<file path="src/rtl/branch_resolve_unit_if.sv">
// Fetch/Execute/EX-MEM signal bundle for branch_resolve_unit.
// Perf counter ports exist only when BRU_PERF_CNT_EN is defined.
interface branch_resolve_unit_if #(
  parameter int INDEX_WIDTH   = 6,
  parameter int HISTORY_WIDTH = 8
);
  logic [31:0]                   IF_pc_i;
  logic                          IF_btb_hit_i;
  logic                          IF_prediction_i;
  logic                          IF_bias_i;
  logic [HISTORY_WIDTH-1:0]      IF_ghr_data_i;
  logic                          IF_valid_i;
  logic                          stall_i;
  logic                          flush_i;
  logic                          EX_is_br_i;
  logic                          EX_is_jal_i;
  logic                          EX_is_jalr_i;
  logic                          EX_br_taken_i;
  logic [31:0]                   EX_target_i;
  logic [INDEX_WIDTH-1:0]        EXMEM_btb_wr_index_o;
  logic [32-INDEX_WIDTH-2-1:0]   EXMEM_btb_wr_tag_o;
  logic [31:0]                   EXMEM_btb_wr_target_o;
  logic [HISTORY_WIDTH-1:0]      EXMEM_pht_wr_index_o;
  logic                          EXMEM_btb_hit_o;
  logic                          EXMEM_br_decision_o;
  logic                          EXMEM_is_jmp_o;
  logic                          EXMEM_prediction_o;
  logic                          EXMEM_bias_o;
  logic                          EXMEM_mispredict_o;
  logic [HISTORY_WIDTH-1:0]      EXMEM_ghr_data_o;
`ifdef BRU_PERF_CNT_EN
  logic [31:0]                   perf_br_cnt_o;
  logic [31:0]                   perf_miss_cnt_o;
`endif

  modport master (
    output IF_pc_i, IF_btb_hit_i, IF_prediction_i, IF_bias_i, IF_ghr_data_i, IF_valid_i,
    output stall_i, flush_i,
    output EX_is_br_i, EX_is_jal_i, EX_is_jalr_i, EX_br_taken_i, EX_target_i,
    input  EXMEM_btb_wr_index_o, EXMEM_btb_wr_tag_o, EXMEM_btb_wr_target_o, EXMEM_pht_wr_index_o,
    input  EXMEM_btb_hit_o, EXMEM_br_decision_o, EXMEM_is_jmp_o, EXMEM_prediction_o,
    input  EXMEM_bias_o, EXMEM_mispredict_o, EXMEM_ghr_data_o
`ifdef BRU_PERF_CNT_EN
    , input perf_br_cnt_o, perf_miss_cnt_o
`endif
  );

  modport slave (
    input  IF_pc_i, IF_btb_hit_i, IF_prediction_i, IF_bias_i, IF_ghr_data_i, IF_valid_i,
    input  stall_i, flush_i,
    input  EX_is_br_i, EX_is_jal_i, EX_is_jalr_i, EX_br_taken_i, EX_target_i,
    output EXMEM_btb_wr_index_o, EXMEM_btb_wr_tag_o, EXMEM_btb_wr_target_o, EXMEM_pht_wr_index_o,
    output EXMEM_btb_hit_o, EXMEM_br_decision_o, EXMEM_is_jmp_o, EXMEM_prediction_o,
    output EXMEM_bias_o, EXMEM_mispredict_o, EXMEM_ghr_data_o
`ifdef BRU_PERF_CNT_EN
    , output perf_br_cnt_o, perf_miss_cnt_o
`endif
  );
endinterface

</file>
<file path="src/rtl/branch_resolve_unit.sv">
// Carries fetch-time predictor metadata IF/ID -> ID/EX -> EX/MEM and resolves branches in EX.
// Optional branch/mispredict counters are enabled by defining BRU_PERF_CNT_EN.
module branch_resolve_unit #(
  parameter int INDEX_WIDTH   = 6,
  parameter int HISTORY_WIDTH = 8
) (
  input  logic                 clk_i,
  input  logic                 rst_ni,
  branch_resolve_unit_if.slave bru
);
  logic                     vld_p0_q, vld_p0_d, vld_p1_q, vld_p1_d;
  logic [31:2]              pc_p0_q, pc_p0_d, pc_p1_q, pc_p1_d, pc_p2_q, pc_p2_d;
  logic                     hit_p0_q, hit_p0_d, hit_p1_q, hit_p1_d, hit_p2_q, hit_p2_d;
  logic                     pred_p0_q, pred_p0_d, pred_p1_q, pred_p1_d, pred_p2_q, pred_p2_d;
  logic                     bias_p0_q, bias_p0_d, bias_p1_q, bias_p1_d, bias_p2_q, bias_p2_d;
  logic [HISTORY_WIDTH-1:0] ghr_p0_q, ghr_p0_d, ghr_p1_q, ghr_p1_d, ghr_p2_q, ghr_p2_d;
  logic                     jmp_p2_q, jmp_p2_d, dec_p2_q, dec_p2_d, mis_p2_q, mis_p2_d;
  logic [31:0]              tgt_p2_q, tgt_p2_d;
  logic                     vld_ex;
  logic                     unused_pc_lo;

  assign unused_pc_lo = ^bru.IF_pc_i[1:0];

  // IF/ID and ID/EX: flush kills both, stall holds both
  always_comb begin
    vld_p0_d  = vld_p0_q;  pc_p0_d   = pc_p0_q;   hit_p0_d = hit_p0_q;
    pred_p0_d = pred_p0_q; bias_p0_d = bias_p0_q; ghr_p0_d = ghr_p0_q;
    vld_p1_d  = vld_p1_q;  pc_p1_d   = pc_p1_q;   hit_p1_d = hit_p1_q;
    pred_p1_d = pred_p1_q; bias_p1_d = bias_p1_q; ghr_p1_d = ghr_p1_q;
    if (bru.flush_i) begin
      vld_p0_d = 1'b0;
      vld_p1_d = 1'b0;
    end else if (!bru.stall_i) begin
      vld_p0_d  = bru.IF_valid_i;      pc_p0_d   = bru.IF_pc_i[31:2];
      hit_p0_d  = bru.IF_btb_hit_i;    pred_p0_d = bru.IF_prediction_i;
      bias_p0_d = bru.IF_bias_i;       ghr_p0_d  = bru.IF_ghr_data_i;
      vld_p1_d  = vld_p0_q;  pc_p1_d   = pc_p0_q;   hit_p1_d = hit_p0_q;
      pred_p1_d = pred_p0_q; bias_p1_d = bias_p0_q; ghr_p1_d = ghr_p0_q;
    end
  end

  // EX/MEM: a stalled, flushed or invalid slot becomes an all-zero bubble
  always_comb begin
    vld_ex    = vld_p1_q & ~bru.flush_i & ~bru.stall_i;
    jmp_p2_d  = vld_ex & (bru.EX_is_br_i | bru.EX_is_jal_i);
    dec_p2_d  = vld_ex & (bru.EX_is_jal_i | bru.EX_is_jalr_i |
                          (bru.EX_is_br_i & bru.EX_br_taken_i));
    pred_p2_d = vld_ex & pred_p1_q;
    hit_p2_d  = vld_ex & hit_p1_q;
    mis_p2_d  = jmp_p2_d ? (pred_p2_d ^ dec_p2_d) : dec_p2_d;
    pc_p2_d   = vld_ex ? pc_p1_q : '0;
    bias_p2_d = vld_ex & bias_p1_q;
    ghr_p2_d  = vld_ex ? ghr_p1_q : '0;
    tgt_p2_d  = vld_ex ? bru.EX_target_i : '0;
  end

  always_ff @(posedge clk_i) begin
    if (!rst_ni) begin
      vld_p0_q <= 1'b0; pc_p0_q <= '0; hit_p0_q <= 1'b0; pred_p0_q <= 1'b0; bias_p0_q <= 1'b0; ghr_p0_q <= '0;
      vld_p1_q <= 1'b0; pc_p1_q <= '0; hit_p1_q <= 1'b0; pred_p1_q <= 1'b0; bias_p1_q <= 1'b0; ghr_p1_q <= '0;
      pc_p2_q  <= '0;   hit_p2_q <= 1'b0; pred_p2_q <= 1'b0; bias_p2_q <= 1'b0; ghr_p2_q <= '0;
      jmp_p2_q <= 1'b0; dec_p2_q <= 1'b0; mis_p2_q <= 1'b0; tgt_p2_q <= '0;
    end else begin
      vld_p0_q <= vld_p0_d; pc_p0_q <= pc_p0_d; hit_p0_q <= hit_p0_d;
      pred_p0_q <= pred_p0_d; bias_p0_q <= bias_p0_d; ghr_p0_q <= ghr_p0_d;
      vld_p1_q <= vld_p1_d; pc_p1_q <= pc_p1_d; hit_p1_q <= hit_p1_d;
      pred_p1_q <= pred_p1_d; bias_p1_q <= bias_p1_d; ghr_p1_q <= ghr_p1_d;
      pc_p2_q  <= pc_p2_d;  hit_p2_q <= hit_p2_d; pred_p2_q <= pred_p2_d;
      bias_p2_q <= bias_p2_d; ghr_p2_q <= ghr_p2_d;
      jmp_p2_q <= jmp_p2_d; dec_p2_q <= dec_p2_d; mis_p2_q <= mis_p2_d; tgt_p2_q <= tgt_p2_d;
    end
  end

  assign bru.EXMEM_btb_wr_index_o  = pc_p2_q[INDEX_WIDTH+1:2];
  assign bru.EXMEM_btb_wr_tag_o    = pc_p2_q[31:INDEX_WIDTH+2];
  assign bru.EXMEM_pht_wr_index_o  = pc_p2_q[HISTORY_WIDTH+1:2];
  assign bru.EXMEM_btb_wr_target_o = tgt_p2_q;
  assign bru.EXMEM_btb_hit_o       = hit_p2_q;
  assign bru.EXMEM_br_decision_o   = dec_p2_q;
  assign bru.EXMEM_is_jmp_o        = jmp_p2_q;
  assign bru.EXMEM_prediction_o    = pred_p2_q;
  assign bru.EXMEM_bias_o          = bias_p2_q;
  assign bru.EXMEM_mispredict_o    = mis_p2_q;
  assign bru.EXMEM_ghr_data_o      = ghr_p2_q;

`ifdef BRU_PERF_CNT_EN
  logic [31:0] perf_br_q, perf_br_d, perf_miss_q, perf_miss_d;

  // jmp|dec is set only for valid control-flow entries (JALR has dec without jmp)
  always_comb begin
    perf_br_d   = perf_br_q + {31'b0, jmp_p2_q | dec_p2_q};
    perf_miss_d = perf_miss_q + {31'b0, mis_p2_q};
  end

  always_ff @(posedge clk_i) begin
    if (!rst_ni) begin
      perf_br_q   <= '0;
      perf_miss_q <= '0;
    end else begin
      perf_br_q   <= perf_br_d;
      perf_miss_q <= perf_miss_d;
    end
  end

  assign bru.perf_br_cnt_o   = perf_br_q;
  assign bru.perf_miss_cnt_o = perf_miss_q;
`endif
endmodule

</file>
<file path="src/flat_wrapper.sv">
// flat-port wrapper written by rule: the top's interface ports become plain ports
module branch_resolve_unit_flat 
#(
  parameter int INDEX_WIDTH   = 6,
  parameter int HISTORY_WIDTH = 8
)
  (clk_i, rst_ni, bru_IF_pc_i, bru_IF_btb_hit_i, bru_IF_prediction_i, bru_IF_bias_i, bru_IF_ghr_data_i, bru_IF_valid_i, bru_stall_i, bru_flush_i, bru_EX_is_br_i, bru_EX_is_jal_i, bru_EX_is_jalr_i, bru_EX_br_taken_i, bru_EX_target_i, bru_EXMEM_btb_wr_index_o, bru_EXMEM_btb_wr_tag_o, bru_EXMEM_btb_wr_target_o, bru_EXMEM_pht_wr_index_o, bru_EXMEM_btb_hit_o, bru_EXMEM_br_decision_o, bru_EXMEM_is_jmp_o, bru_EXMEM_prediction_o, bru_EXMEM_bias_o, bru_EXMEM_mispredict_o, bru_EXMEM_ghr_data_o);
  branch_resolve_unit_if #(.INDEX_WIDTH(INDEX_WIDTH), .HISTORY_WIDTH(HISTORY_WIDTH)) bru_i ();
  input  logic clk_i;
  input  logic rst_ni;
  input wire logic [$bits(bru_i.IF_pc_i)-1:0] bru_IF_pc_i;
  input wire logic [$bits(bru_i.IF_btb_hit_i)-1:0] bru_IF_btb_hit_i;
  input wire logic [$bits(bru_i.IF_prediction_i)-1:0] bru_IF_prediction_i;
  input wire logic [$bits(bru_i.IF_bias_i)-1:0] bru_IF_bias_i;
  input wire logic [$bits(bru_i.IF_ghr_data_i)-1:0] bru_IF_ghr_data_i;
  input wire logic [$bits(bru_i.IF_valid_i)-1:0] bru_IF_valid_i;
  input wire logic [$bits(bru_i.stall_i)-1:0] bru_stall_i;
  input wire logic [$bits(bru_i.flush_i)-1:0] bru_flush_i;
  input wire logic [$bits(bru_i.EX_is_br_i)-1:0] bru_EX_is_br_i;
  input wire logic [$bits(bru_i.EX_is_jal_i)-1:0] bru_EX_is_jal_i;
  input wire logic [$bits(bru_i.EX_is_jalr_i)-1:0] bru_EX_is_jalr_i;
  input wire logic [$bits(bru_i.EX_br_taken_i)-1:0] bru_EX_br_taken_i;
  input wire logic [$bits(bru_i.EX_target_i)-1:0] bru_EX_target_i;
  output wire logic [$bits(bru_i.EXMEM_btb_wr_index_o)-1:0] bru_EXMEM_btb_wr_index_o;
  output wire logic [$bits(bru_i.EXMEM_btb_wr_tag_o)-1:0] bru_EXMEM_btb_wr_tag_o;
  output wire logic [$bits(bru_i.EXMEM_btb_wr_target_o)-1:0] bru_EXMEM_btb_wr_target_o;
  output wire logic [$bits(bru_i.EXMEM_pht_wr_index_o)-1:0] bru_EXMEM_pht_wr_index_o;
  output wire logic [$bits(bru_i.EXMEM_btb_hit_o)-1:0] bru_EXMEM_btb_hit_o;
  output wire logic [$bits(bru_i.EXMEM_br_decision_o)-1:0] bru_EXMEM_br_decision_o;
  output wire logic [$bits(bru_i.EXMEM_is_jmp_o)-1:0] bru_EXMEM_is_jmp_o;
  output wire logic [$bits(bru_i.EXMEM_prediction_o)-1:0] bru_EXMEM_prediction_o;
  output wire logic [$bits(bru_i.EXMEM_bias_o)-1:0] bru_EXMEM_bias_o;
  output wire logic [$bits(bru_i.EXMEM_mispredict_o)-1:0] bru_EXMEM_mispredict_o;
  output wire logic [$bits(bru_i.EXMEM_ghr_data_o)-1:0] bru_EXMEM_ghr_data_o;
  assign bru_i.IF_pc_i = bru_IF_pc_i;
  assign bru_i.IF_btb_hit_i = bru_IF_btb_hit_i;
  assign bru_i.IF_prediction_i = bru_IF_prediction_i;
  assign bru_i.IF_bias_i = bru_IF_bias_i;
  assign bru_i.IF_ghr_data_i = bru_IF_ghr_data_i;
  assign bru_i.IF_valid_i = bru_IF_valid_i;
  assign bru_i.stall_i = bru_stall_i;
  assign bru_i.flush_i = bru_flush_i;
  assign bru_i.EX_is_br_i = bru_EX_is_br_i;
  assign bru_i.EX_is_jal_i = bru_EX_is_jal_i;
  assign bru_i.EX_is_jalr_i = bru_EX_is_jalr_i;
  assign bru_i.EX_br_taken_i = bru_EX_br_taken_i;
  assign bru_i.EX_target_i = bru_EX_target_i;
  assign bru_EXMEM_btb_wr_index_o = bru_i.EXMEM_btb_wr_index_o;
  assign bru_EXMEM_btb_wr_tag_o = bru_i.EXMEM_btb_wr_tag_o;
  assign bru_EXMEM_btb_wr_target_o = bru_i.EXMEM_btb_wr_target_o;
  assign bru_EXMEM_pht_wr_index_o = bru_i.EXMEM_pht_wr_index_o;
  assign bru_EXMEM_btb_hit_o = bru_i.EXMEM_btb_hit_o;
  assign bru_EXMEM_br_decision_o = bru_i.EXMEM_br_decision_o;
  assign bru_EXMEM_is_jmp_o = bru_i.EXMEM_is_jmp_o;
  assign bru_EXMEM_prediction_o = bru_i.EXMEM_prediction_o;
  assign bru_EXMEM_bias_o = bru_i.EXMEM_bias_o;
  assign bru_EXMEM_mispredict_o = bru_i.EXMEM_mispredict_o;
  assign bru_EXMEM_ghr_data_o = bru_i.EXMEM_ghr_data_o;
  branch_resolve_unit #(.INDEX_WIDTH(INDEX_WIDTH), .HISTORY_WIDTH(HISTORY_WIDTH)) u_core (.clk_i(clk_i), .rst_ni(rst_ni), .bru(bru_i));
endmodule
</file>
<file path="config.mk">
export PLATFORM = sky130hd
export DESIGN_NAME = branch_resolve_unit_flat
export DESIGN_NICKNAME = d
export VERILOG_FILES = /design/src/rtl/branch_resolve_unit_if.sv /design/src/rtl/branch_resolve_unit.sv /design/src/flat_wrapper.sv
export SDC_FILE = /design/constraint.sdc
export NUM_CORES = 1
export LEC_CHECK = 0
export CORE_UTILIZATION = 51
export CTS_BUF_LIST = sky130_fd_sc_hd__clkbuf_4
export DETAILED_ROUTE_END_ITERATION = 10
export GPL_ROUTABILITY_DRIVEN = 1
export PLACE_DENSITY = 0.9
export RECOVER_POWER = 50
export SYNTH_ARGS = -nofsm -noshare
export SYNTH_HDL_FRONTEND = slang
export SYNTH_SLANG_ARGS = --single-unit
</file>
<file path="constraint.sdc">
create_clock -name clk_i -period 2.41 [get_ports clk_i]
set_clock_uncertainty 0.05 [all_clocks]
set_input_delay 0.482 -clock clk_i [delete_from_list [all_inputs] [get_ports clk_i]]
set_output_delay 0.482 -clock clk_i [all_outputs]
set_load 0.005 [all_outputs]
</file>
### Word-level counts from Yosys, hierarchy flattened

Index checks and enable logic that the tools add are counted.

* register bits after elaboration: 160
* latch bits: 0
* RAM bits: 0
* bits in read-only memories: 0
* input port bits: 84
* output and inout bits: 84
* word-level logic and storage cells: 40
* memories: 0

* add/sub/neg operators: 0
* multipliers: 0
* divide/modulo/power cells: 0
* order comparisons: 0
* eq/ne operators: 0
* shift operators: 0
* muxes and demuxes: 1
* bitwise logic cells: 15
* reduce and logical (&&, ||, !) cells: 3

Operator list (count)
* $and A1 B1 Y1: 8
* $reduce_and A2 Y1: 2
* $not A1 Y1: 3
* $or A1 B1 Y1: 3
* $reduce_or A2 Y1: 1
* $mux W1: 1
* $xor A1 B1 Y1: 1

### Longest topological paths before layout

Gate-level depths: netlist of run 1.

* depth after elaboration: 6
* depth in mapped cells: 5

### Worst setup path before layout of run 1

No wires, ideal clock.

* path type: input port to flip-flop
* from: input port bru_flush_i
* to: register u_core.mis_p2_q, in the netlist u_core.bru.EXMEM_mispredict_o
* setup time: 0.088 ns
* data arrival time: 1.191 ns
* setup slack: 1.081 ns
* cell stages on the path: 4
* buffers on the path: 1
* cells stage by stage: and4bb_4 buf_8 inv_4 o32ai_2

* word-level cells in the longest chain between the ends: 6
* elaborated cells between the ends (all ways): 8
* classes of those cells: mux (1); bitwise (7)

RTL lines
* start, declared: RTL line flat_wrapper.sv:18 `input wire logic [$bits(bru_i.flush_i)-1:0] bru_flush_i;`
* $not A1 Y1 (no line) (*)
* $and A1 B1 Y1 (*) (2 in a row): RTL line branch_resolve_unit.sv:44 `vld_ex = vld_p1_q & ~bru.flush_i & ~bru.stall_i;`
* $and A1 B1 Y1 (on tied branches): RTL line branch_resolve_unit.sv:48, branch_resolve_unit.sv:46
* $xor A1 B1 Y1: RTL line branch_resolve_unit.sv:50 `mis_p2_d = jmp_p2_d ? (pred_p2_d ^ dec_p2_d) : dec_p2_d;`
* $mux W1 (*): RTL line branch_resolve_unit.sv:50
* end signal, assigned: RTL line branch_resolve_unit.sv:70 `jmp_p2_q <= jmp_p2_d; dec_p2_q <= dec_p2_d; mis_p2_q <= mis_p2_d; tgt_p2_q <= tgt_p2_d;`
* end, declared: RTL line branch_resolve_unit.sv:17 `logic jmp_p2_q, jmp_p2_d, dec_p2_q, dec_p2_d, mis_p2_q, mis_p2_d;`

Mark *: on every way between the ends. The rest lies on a longest branch, timed or not.
A chain may end at the register's enable or synchronous reset.

### Worst setup path after layout of run 1

* from: input port bru_stall_i
* to: register u_core.mis_p2_q, in the netlist u_core.bru.EXMEM_mispredict_o

* word-level cells in the longest chain between the ends: 5
* elaborated cells between the ends (all ways): 7
* classes of those cells: mux (1); bitwise (6)

RTL lines
* start, declared: RTL line flat_wrapper.sv:17 `input wire logic [$bits(bru_i.stall_i)-1:0] bru_stall_i;`
* $not A1 Y1 (no line) (*)
* $and A1 B1 Y1 (*): RTL line branch_resolve_unit.sv:44
* $and A1 B1 Y1 (on tied branches): RTL line branch_resolve_unit.sv:48, branch_resolve_unit.sv:46
* $xor A1 B1 Y1: RTL line branch_resolve_unit.sv:50
* $mux W1 (*): RTL line branch_resolve_unit.sv:50

Marks and branches as above.

==> Flow_metrics.wiki, run 1 <==
{| class="wikitable"
! Metric !! Value
|-
| Total of fill cells in the finished design || 719
|-
| # hold bufs at CTS || 0
|-
| Critical-path maximum fanout || 16
|-
| Synthesized area || 5340 um2
|-
| Total number of nets in the final design || 773
|-
| GP Congestion || 0.719
|-
| Number of enable-type register cells in the synthesized netlist || 0
|-
| Number of antenna violations at the first check in global routing || 0
|-
| Number of vias per cell || 4.75
|-
| First-pass DRT Iterations || 4
|-
| Worst Hold Class || reg2reg
|-
| Number of library cell types mapped by synthesis || 21
|-
| Critical path start-end classification || in2reg
|-
| Bufs on Longest Clock Path || 2
|-
| Mapped Nets || 623
|-
| Post-Syn Area per Cell || 9.90 um2
|-
| Final period demand of the worst path || 2.11 ns
|-
| Standard cell core area || 9950 um2
|-
| Vias || 3959
|-
| DIE HEIGHT || 104 um
|-
| All-Layer GR Usage || 20.8%
|-
| Post-route antenna net violation count || 0
|-
| Main flop type after synthesis || sky130_fd_sc_hd__dfxtp_1
|-
| Total number of clock tree sinks || 160
|-
| Number of top-level pins || 168
|-
| Share of final-layout standard cells stronger than drive strength 1 || 6.00%
|-
| Post-CTS resize count || 0
|-
| Number of max-slew violations in the final report || 0
|-
| Initial standard-cell utilization of the core || 53.6%
|-
| YS warnings || 0
|-
| Number of buffers inserted by port buffering || 165
|-
| Detailed Route WL || 10900 um
|-
| Critical path, cell by cell || dlygate4sd3_1 > and4bb_1 > clkinvlp_2 > o32ai_2
|-
| Power per Cell Area || 623 nW/um2
|-
| Kind of start point of the critical path || input pin
|-
| Flop and latch count out of synthesis || 160
|-
| Pin count of the biggest net entering global routing || 56
|-
| CTS tree || done
|-
| Site row count || 36
|-
| Total CTS buffers || 17
|-
| Most repeated cell in the gate-level netlist after synthesis || sky130_fd_sc_hd__nand2_1
|-
| Final Hold Fails || 0
|-
| FMAX || 0.474 GHz
|-
| DRC Markers || 0
|-
| Multi-input gate area || 1810 um2
|-
| Drt initial violations || 97
|-
| Most area-hungry cell type in the Yosys netlist || sky130_fd_sc_hd__dfxtp_1
|-
| Total Neg Setup Slack || 0 ns
|-
| Buf+Inv Stages, Crit Path || 2
|-
| Share of synthesized flip-flops with an asynchronous set or reset || 0%
|-
| Critical path data arrival time || 2.47 ns
|-
| Final setup violation count || 0
|-
| Overall die area || 10900 um2
|-
| Leftover overflow at the end of global routing || 0
|-
| Setup repair bufs after CTS || 0
|-
| CTS clk-pin slew, worst paths || 0.12 ns
|-
| Top cells by instance count after synthesis || sky130_fd_sc_hd__nand2_1 (164), sky130_fd_sc_hd__dfxtp_1 (160), sky130_fd_sc_hd__a21boi_1 (80)
|-
| Yosys top cell area share || 60.0%
|-
| Worst voltage drop across the vdd grid || 0.000274 V
|-
| Syn-to-layout area delta || 34.4%
|-
| Die X-Extent || 104 um
|-
| Register area || 3200 um2
|-
| Dominant cells by area after synthesis || sky130_fd_sc_hd__dfxtp_1 (60%), sky130_fd_sc_hd__nand2_1 (12%), sky130_fd_sc_hd__a21boi_1 (11%), sky130_fd_sc_hd__and2_1 (8.6%), sky130_fd_sc_hd__buf_6 (3.2%)
|-
| Syn Inst Count || 539
|-
| Maximum level of the CTS H-tree || 4
|-
| Slowest stage delay, CP || 0.69 ns
|-
| Cell at the root of the clock tree || sky130_fd_sc_hd__clkbuf_4
|-
| Data required time of the worst path || 2.77 ns
|-
| Run status || complete, no violations
|-
| Fin worst setup slack || 0.302 ns
|-
| Via count of the first global-routing pass || 3748
|-
| Final routed wire length divided by cell count || 13.1 um
|-
| Worst Max-Slew Pin Slew || 0.858 ns
|-
| Diodes inserted || 0
|-
| Largest delay contributor family on the critical path || buffers and inverters
|-
| RSZ-0062 raised after global routing || no
|-
| Overall power || 4470 uW
|-
| Global-route wire length before repair || 17800 um
|-
| Sequential fraction of the synthesis area || 60.0%
|-
| Slowest-stage cell, CP || sky130_fd_sc_hd__and4bb_1
|-
| Worst-skew pair later-pin latency || 0.51 ns
|-
| Number of max-capacitance violations reported || 0
|-
| Post-detailed-placement half-perimeter wirelength || 7450 um
|-
| Relative max-transition margin || 42.8%
|-
| Hold Slack || 0.411 ns
|-
| Share of the cycle needed by the critical path after routing || 87.5%
|-
| Pre-CTS worst setup slack || 0.301 ns
|-
| Leakage power summed over all cells || 0.00263 uW
|-
| Kind of end point of the critical path || flop
|}
-- area by class of cell --
cell class / count / area share (%)
Sequential cell: 160 / 44.7
Inverter: 1 / 0.0698
Tap cell: 133 / 2.32
Clock inverter: 11 / 1.64
Clock buffer: 19 / 1.99
Multi-Input combinational cell: 336 / 25.2
Timing Repair Buffer: 173 / 24.1
-- routing by layer --
metal | track usage (%) | wire (um)
met5 | 0 | 0
met4 | 7.24 | 155
met3 | 6.45 | 616
met2 | 37.7 | 5730
met1 | 22.8 | 4390
-- tightest hold or removal path: cells and delay by family (launching register included) --
family / cells / cell delay (ns)
flops: 1 / 0.32
simple gates: 1 / 0.05
compound gates: 1 / 0.05
-- state kept, by name, indices dropped and copies added (netlist names) --
register / count
u_core.bru.EXMEM_btb_wr_target_o: 32
u_core.pc_p0_q: 30
u_core.pc_p1_q: 30
u_core.pc_p2_q: 30
u_core.bru.EXMEM_ghr_data_o: 8
u_core.ghr_p0_q: 8
u_core.ghr_p1_q: 8
u_core.bias_p0_q: 1
u_core.bias_p1_q: 1
u_core.bru.EXMEM_bias_o: 1
u_core.bru.EXMEM_br_decision_o: 1
u_core.bru.EXMEM_btb_hit_o: 1
u_core.bru.EXMEM_is_jmp_o: 1
u_core.bru.EXMEM_mispredict_o: 1
u_core.bru.EXMEM_prediction_o: 1
u_core.hit_p0_q: 1
u_core.hit_p1_q: 1
u_core.pred_p0_q: 1
u_core.pred_p1_q: 1
u_core.vld_p0_q: 1
u_core.vld_p1_q: 1
-- cells in the final DEF (no fill, tap or decap), types with 2 or more instances in the layout --
cell type,instances
sky130_fd_sc_hd__a21boi_0,66
sky130_fd_sc_hd__a21boi_1,16
sky130_fd_sc_hd__and2_0,9
sky130_fd_sc_hd__and2_1,64
sky130_fd_sc_hd__buf_12,2
sky130_fd_sc_hd__buf_4,4
sky130_fd_sc_hd__bufinv_16,2
sky130_fd_sc_hd__clkbuf_2,2
sky130_fd_sc_hd__clkbuf_4,19
sky130_fd_sc_hd__clkdlybuf4s50_1,163
sky130_fd_sc_hd__clkinv_2,4
sky130_fd_sc_hd__clkinv_4,2
sky130_fd_sc_hd__dfxtp_1,160
sky130_fd_sc_hd__mux2i_1,2
sky130_fd_sc_hd__nand2_1,164
sky130_fd_sc_hd__nor2_1,6
-- power breakdown --
group	switching, uW	internal [uW]
clock network	856	624
logic	110	167
registers	21.0	2690
total	987	3480
-- kinds of logic after synthesis --
| kind of cell | share of synthesized area, % |
|---|---|
| compound gates | 12.1 |
| mux | 0.375 |
| simple gates | 21.5 |
| flops | 60.0 |
| buf+inv | 5.96 |
-- worst paths after layout --
kind / endpoint / slack, ns / cells after the start / startpoint
setup / recovery: u_core.bru.EXMEM_mispredict_o / 0.30 / 4 / bru_stall_i
hold / removal: u_core.pc_p1_q[15] / 0.41 / 2 / u_core.pc_p1_q[15]
setup reg to reg: u_core.bru.EXMEM_mispredict_o / 0.67 / 3 / u_core.vld_p1_q
hold reg to reg: u_core.pc_p1_q[15] / 0.41 / 2 / u_core.pc_p1_q[15]
-- through the flow --
step,area (um2),std cells,utilization [%]
detailed placement,6930,803,69.7
finish,7170,833,72.0
floorplan,5340,539,-
global route,7170,833,72.0
global placement,6930,803,69.7
CTS,7190,833,72.3
Note: power is estimated with default switching activity, not from simulation.
==> run 2: changes to the inputs <==
Settings changed: CORE_UTILIZATION 51 to 43, PLACE_DENSITY 0.9 to 0.81.
Clock period 2.41 ns to 1.8 ns, I/O delays scaled along.
==> run 2 against run 1 <==
Effect of this change:
- critical path depth is 2 higher
- final area shrank 0.28%
- combinational power is 35% higher
- clock-buffer cell count fell by 2
- power is 32% higher
==> Flow_metrics.wiki, run 2 (same netlist as run 1, synthesis figures left out) <==
{| class="wikitable"
! Metric !! Value
|-
| Run status || complete, no violations
|-
| Final Hold Fails || 0 (unchanged)
|-
| Sequential power share || 61.7% (+1.0 points)
|-
| Total number of nets in the final design || 776 (+0.39%)
|-
| Power per Cell Area || 822 nW/um2 (+32%)
|-
| Die X-Extent || 113 um (+8.7%)
|-
| Global-route wire length before repair || 17300 um (-3.0%)
|-
| Bufs on Longest Clock Path || 2 (unchanged)
|-
| Site row count || 40 (+11%)
|-
| Sw power || 1380 uW (+40%)
|-
| Post-route antenna net violation count || 0 (unchanged)
|-
| Combinational share of power || 6.4% (+0.2 points)
|-
| Maximum level of the CTS H-tree || 4 (unchanged)
|-
| Vias || 3904 (-1.4%)
|-
| Syn-to-layout area delta || 34.1%
|-
| Number of max-slew violations in the final report || 0 (unchanged)
|-
| Total of fill cells in the finished design || 1051 (+46%)
|-
| Total CTS buffers || 17 (unchanged)
|-
| Number of buffers inserted by port buffering || 165 (unchanged)
|-
| CTS tree || done
|-
| Drt initial violations || 141 (+45%)
|-
| Internal power summed over all cells || 4490 uW (+29%)
|-
| Hold Slack || 0.294 ns (-0.117 ns)
|-
| Share of final-layout standard cells stronger than drive strength 1 || 9.36% (+3.4 points)
|-
| Total Neg Setup Slack || 0 ns (unchanged)
|-
| FMAX || 0.592 GHz
|-
| Critical-path maximum fanout || 42 (+26)
|-
| Setup repair bufs after CTS || 0 (unchanged)
|-
| Number of max-capacitance violations reported || 0 (unchanged)
|-
| Worst Max-Slew Pin Slew || 0.647 ns (-0.211 ns)
|-
| Detailed Route WL || 10600 um (-2.8%)
|-
| Routing usage on met3 || 5.69% (-0.77 points)
|-
| Initial standard-cell utilization of the core || 44.2% (-9.4 points)
|-
| Number of antenna violations at the first check in global routing || 0 (unchanged)
|-
| Via count of the first global-routing pass || 3739 (-0.24%)
|-
| RSZ-0062 raised after global routing || no
|-
| Worst-skew pair later-pin latency || 0.55 ns (+0.04 ns)
|-
| GRT met2 Usage || 30.8% (-6.9 points)
|-
| Final period demand of the worst path || 1.69 ns
|-
| Post-detailed-placement half-perimeter wirelength || 7340 um (-1.6%)
|-
| # hold bufs at CTS || 0 (unchanged)
|-
| Clock share of power || 32.0% (-1.1 points)
|-
| Total number of clock tree sinks || 160 (unchanged)
|-
| Final routed wire length divided by cell count || 12.1 um (-7.2%)
|-
| Flip-flop count of the largest register after layout || 32 (unchanged)
|-
| Overall die area || 12900 um2 (+18%)
|-
| Commonest non-fill, non-tap cell in the layout || sky130_fd_sc_hd__nand2_1
|-
| DIE HEIGHT || 113 um (+8.7%)
|-
| Commonest cells after routing, fill and taps aside || sky130_fd_sc_hd__nand2_1 (164), sky130_fd_sc_hd__dfxtp_1 (135), sky130_fd_sc_hd__dlygate4sd2_1 (84)
|-
| Kind of end point of the critical path || flop
|-
| Relative max-transition margin || 56.9% (+14 points)
|-
| DRC Markers || 0 (unchanged)
|-
| Number of top-level pins || 168 (unchanged)
|-
| Worst voltage drop across the vdd grid || 0.000406 V (+48%)
|-
| Kind of start point of the critical path || input pin
|-
| Share of the cycle needed by the critical path after routing || 93.9%
|-
| CTS clk-pin slew, worst paths || 0.12 ns (about the same)
|-
| Final setup violation count || 0 (unchanged)
|-
| Standard cell core area || 12100 um2 (+21%)
|-
| Worst Hold Class || in2reg
|-
| Pin count of the biggest net entering global routing || 84 (+50%)
|-
| Fraction of power spent switching nets || 23.5% (+1.4 points)
|-
| Grt peak-use layer || met2
|-
| Diodes inserted || 0 (unchanged)
|-
| Cell at the root of the clock tree || sky130_fd_sc_hd__clkbuf_4
|-
| All-Layer GR Usage || 17.3% (-3.5 points)
|-
| Critical path data arrival time || 2.11 ns (-0.36 ns)
|-
| First-pass DRT Iterations || 4 (unchanged)
|-
| Leakage power summed over all cells || 0.00303 uW (+15%)
|-
| GP Congestion || 0.735 (+2.2%)
|-
| Leftover overflow at the end of global routing || 0 (unchanged)
|-
| Data required time of the worst path || 2.22 ns (-0.55 ns)
|-
| Critical path start-end classification || in2reg
|-
| Met1 global-route usage || 18.7% (-4.1 points)
|-
| Number of vias per cell || 4.47 (-5.9%)
|}
run 2: changes by cell type in the layout (fill, tap and decap cells not counted), sizes merged:
| cell | change |
|---|---|
| clkinvlp | +6 |
| clkbuf | +2 |
| buf | -1 |
| clkdlybuf4s50 | -84 |
| clkinv | -1 |
| dlygate4sd2 | +84 |
| bufinv | -1 |
run 2: per-layer routing:
layer	vias to the layer above	routed length, um
met2	120	5300
met3	15	714
li1	1998	-
met1	1771	4390
met5	-	0
met4	0	191
run 2: layout make-up:
type	count	area, um2	area share [%]
clock buffers	17	128	1.78
clock inverters	15	121	1.70
inverters	1	5.00	0.0700
multi-input cells	336	1800	25.2
flip-flops and latches	160	3230	45.2
well taps	168	210	2.94
repair buffers	176	1650	23.1
run 2: final timing paths:
kind	cells past startpoint	to	slack, ns	from
hold / removal	3	u_core.pc_p0_q[2]	0.29	bru_IF_pc_i[2]
hold reg to reg	2	u_core.pred_p1_q	0.41	u_core.pred_p0_q
setup / recovery	6	u_core.pc_p0_q[27]	0.11	bru_stall_i
setup reg to reg	3	u_core.pc_p2_q[8]	0.36	u_core.vld_p1_q
run 2: power groups by stage:
| stage | combinational, uW | clock, uW | sequential [uW] |
|---|---|---|---|
| 2_1_floorplan | 179 | 0 | 3700 |
| 3_3_place_gp | 383 | 0 | 3700 |
| 3_5_place_dp | 395 | 0 | 3710 |
| 4_1_cts | 396 | 1950 | 3620 |
| 5_1_grt | 411 | 2090 | 3630 |
| 6_report | 374 | 1880 | 3620 |
run 2: per-stage QoR:
step	setup WS, ns	power, uW	cell area [um2]	instances	util [%]
6_report	0.110	5880	7150	873	59.3
5_1_grt	0.0679	6140	7150	873	59.3
4_1_cts	0.141	5970	7200	873	59.7
3_5_place_dp	0.0311	4100	7030	841	58.2
3_3_place_gp	0.0675	4080	7030	841	58.2
2_1_floorplan	0.593	3880	5340	539	-
run 2: what timing repair did:
item | 4_1_cts | 5_1_grt
gates resized for setup | 109 | 0
hold endpoints to repair | 0 | 0
setup endpoints to repair | 84 | 0
run 2: worst max-delay path, stage by stage:
cell and delay, ns:
sky130_fd_sc_hd__dlygate4sd3_1 0.59, sky130_fd_sc_hd__clkbuf_4 0.15, sky130_fd_sc_hd__nor2_1 0.22, sky130_fd_sc_hd__clkbuf_4 0.48
sky130_fd_sc_hd__nand2_1 0.10, sky130_fd_sc_hd__a21boi_0 0.18
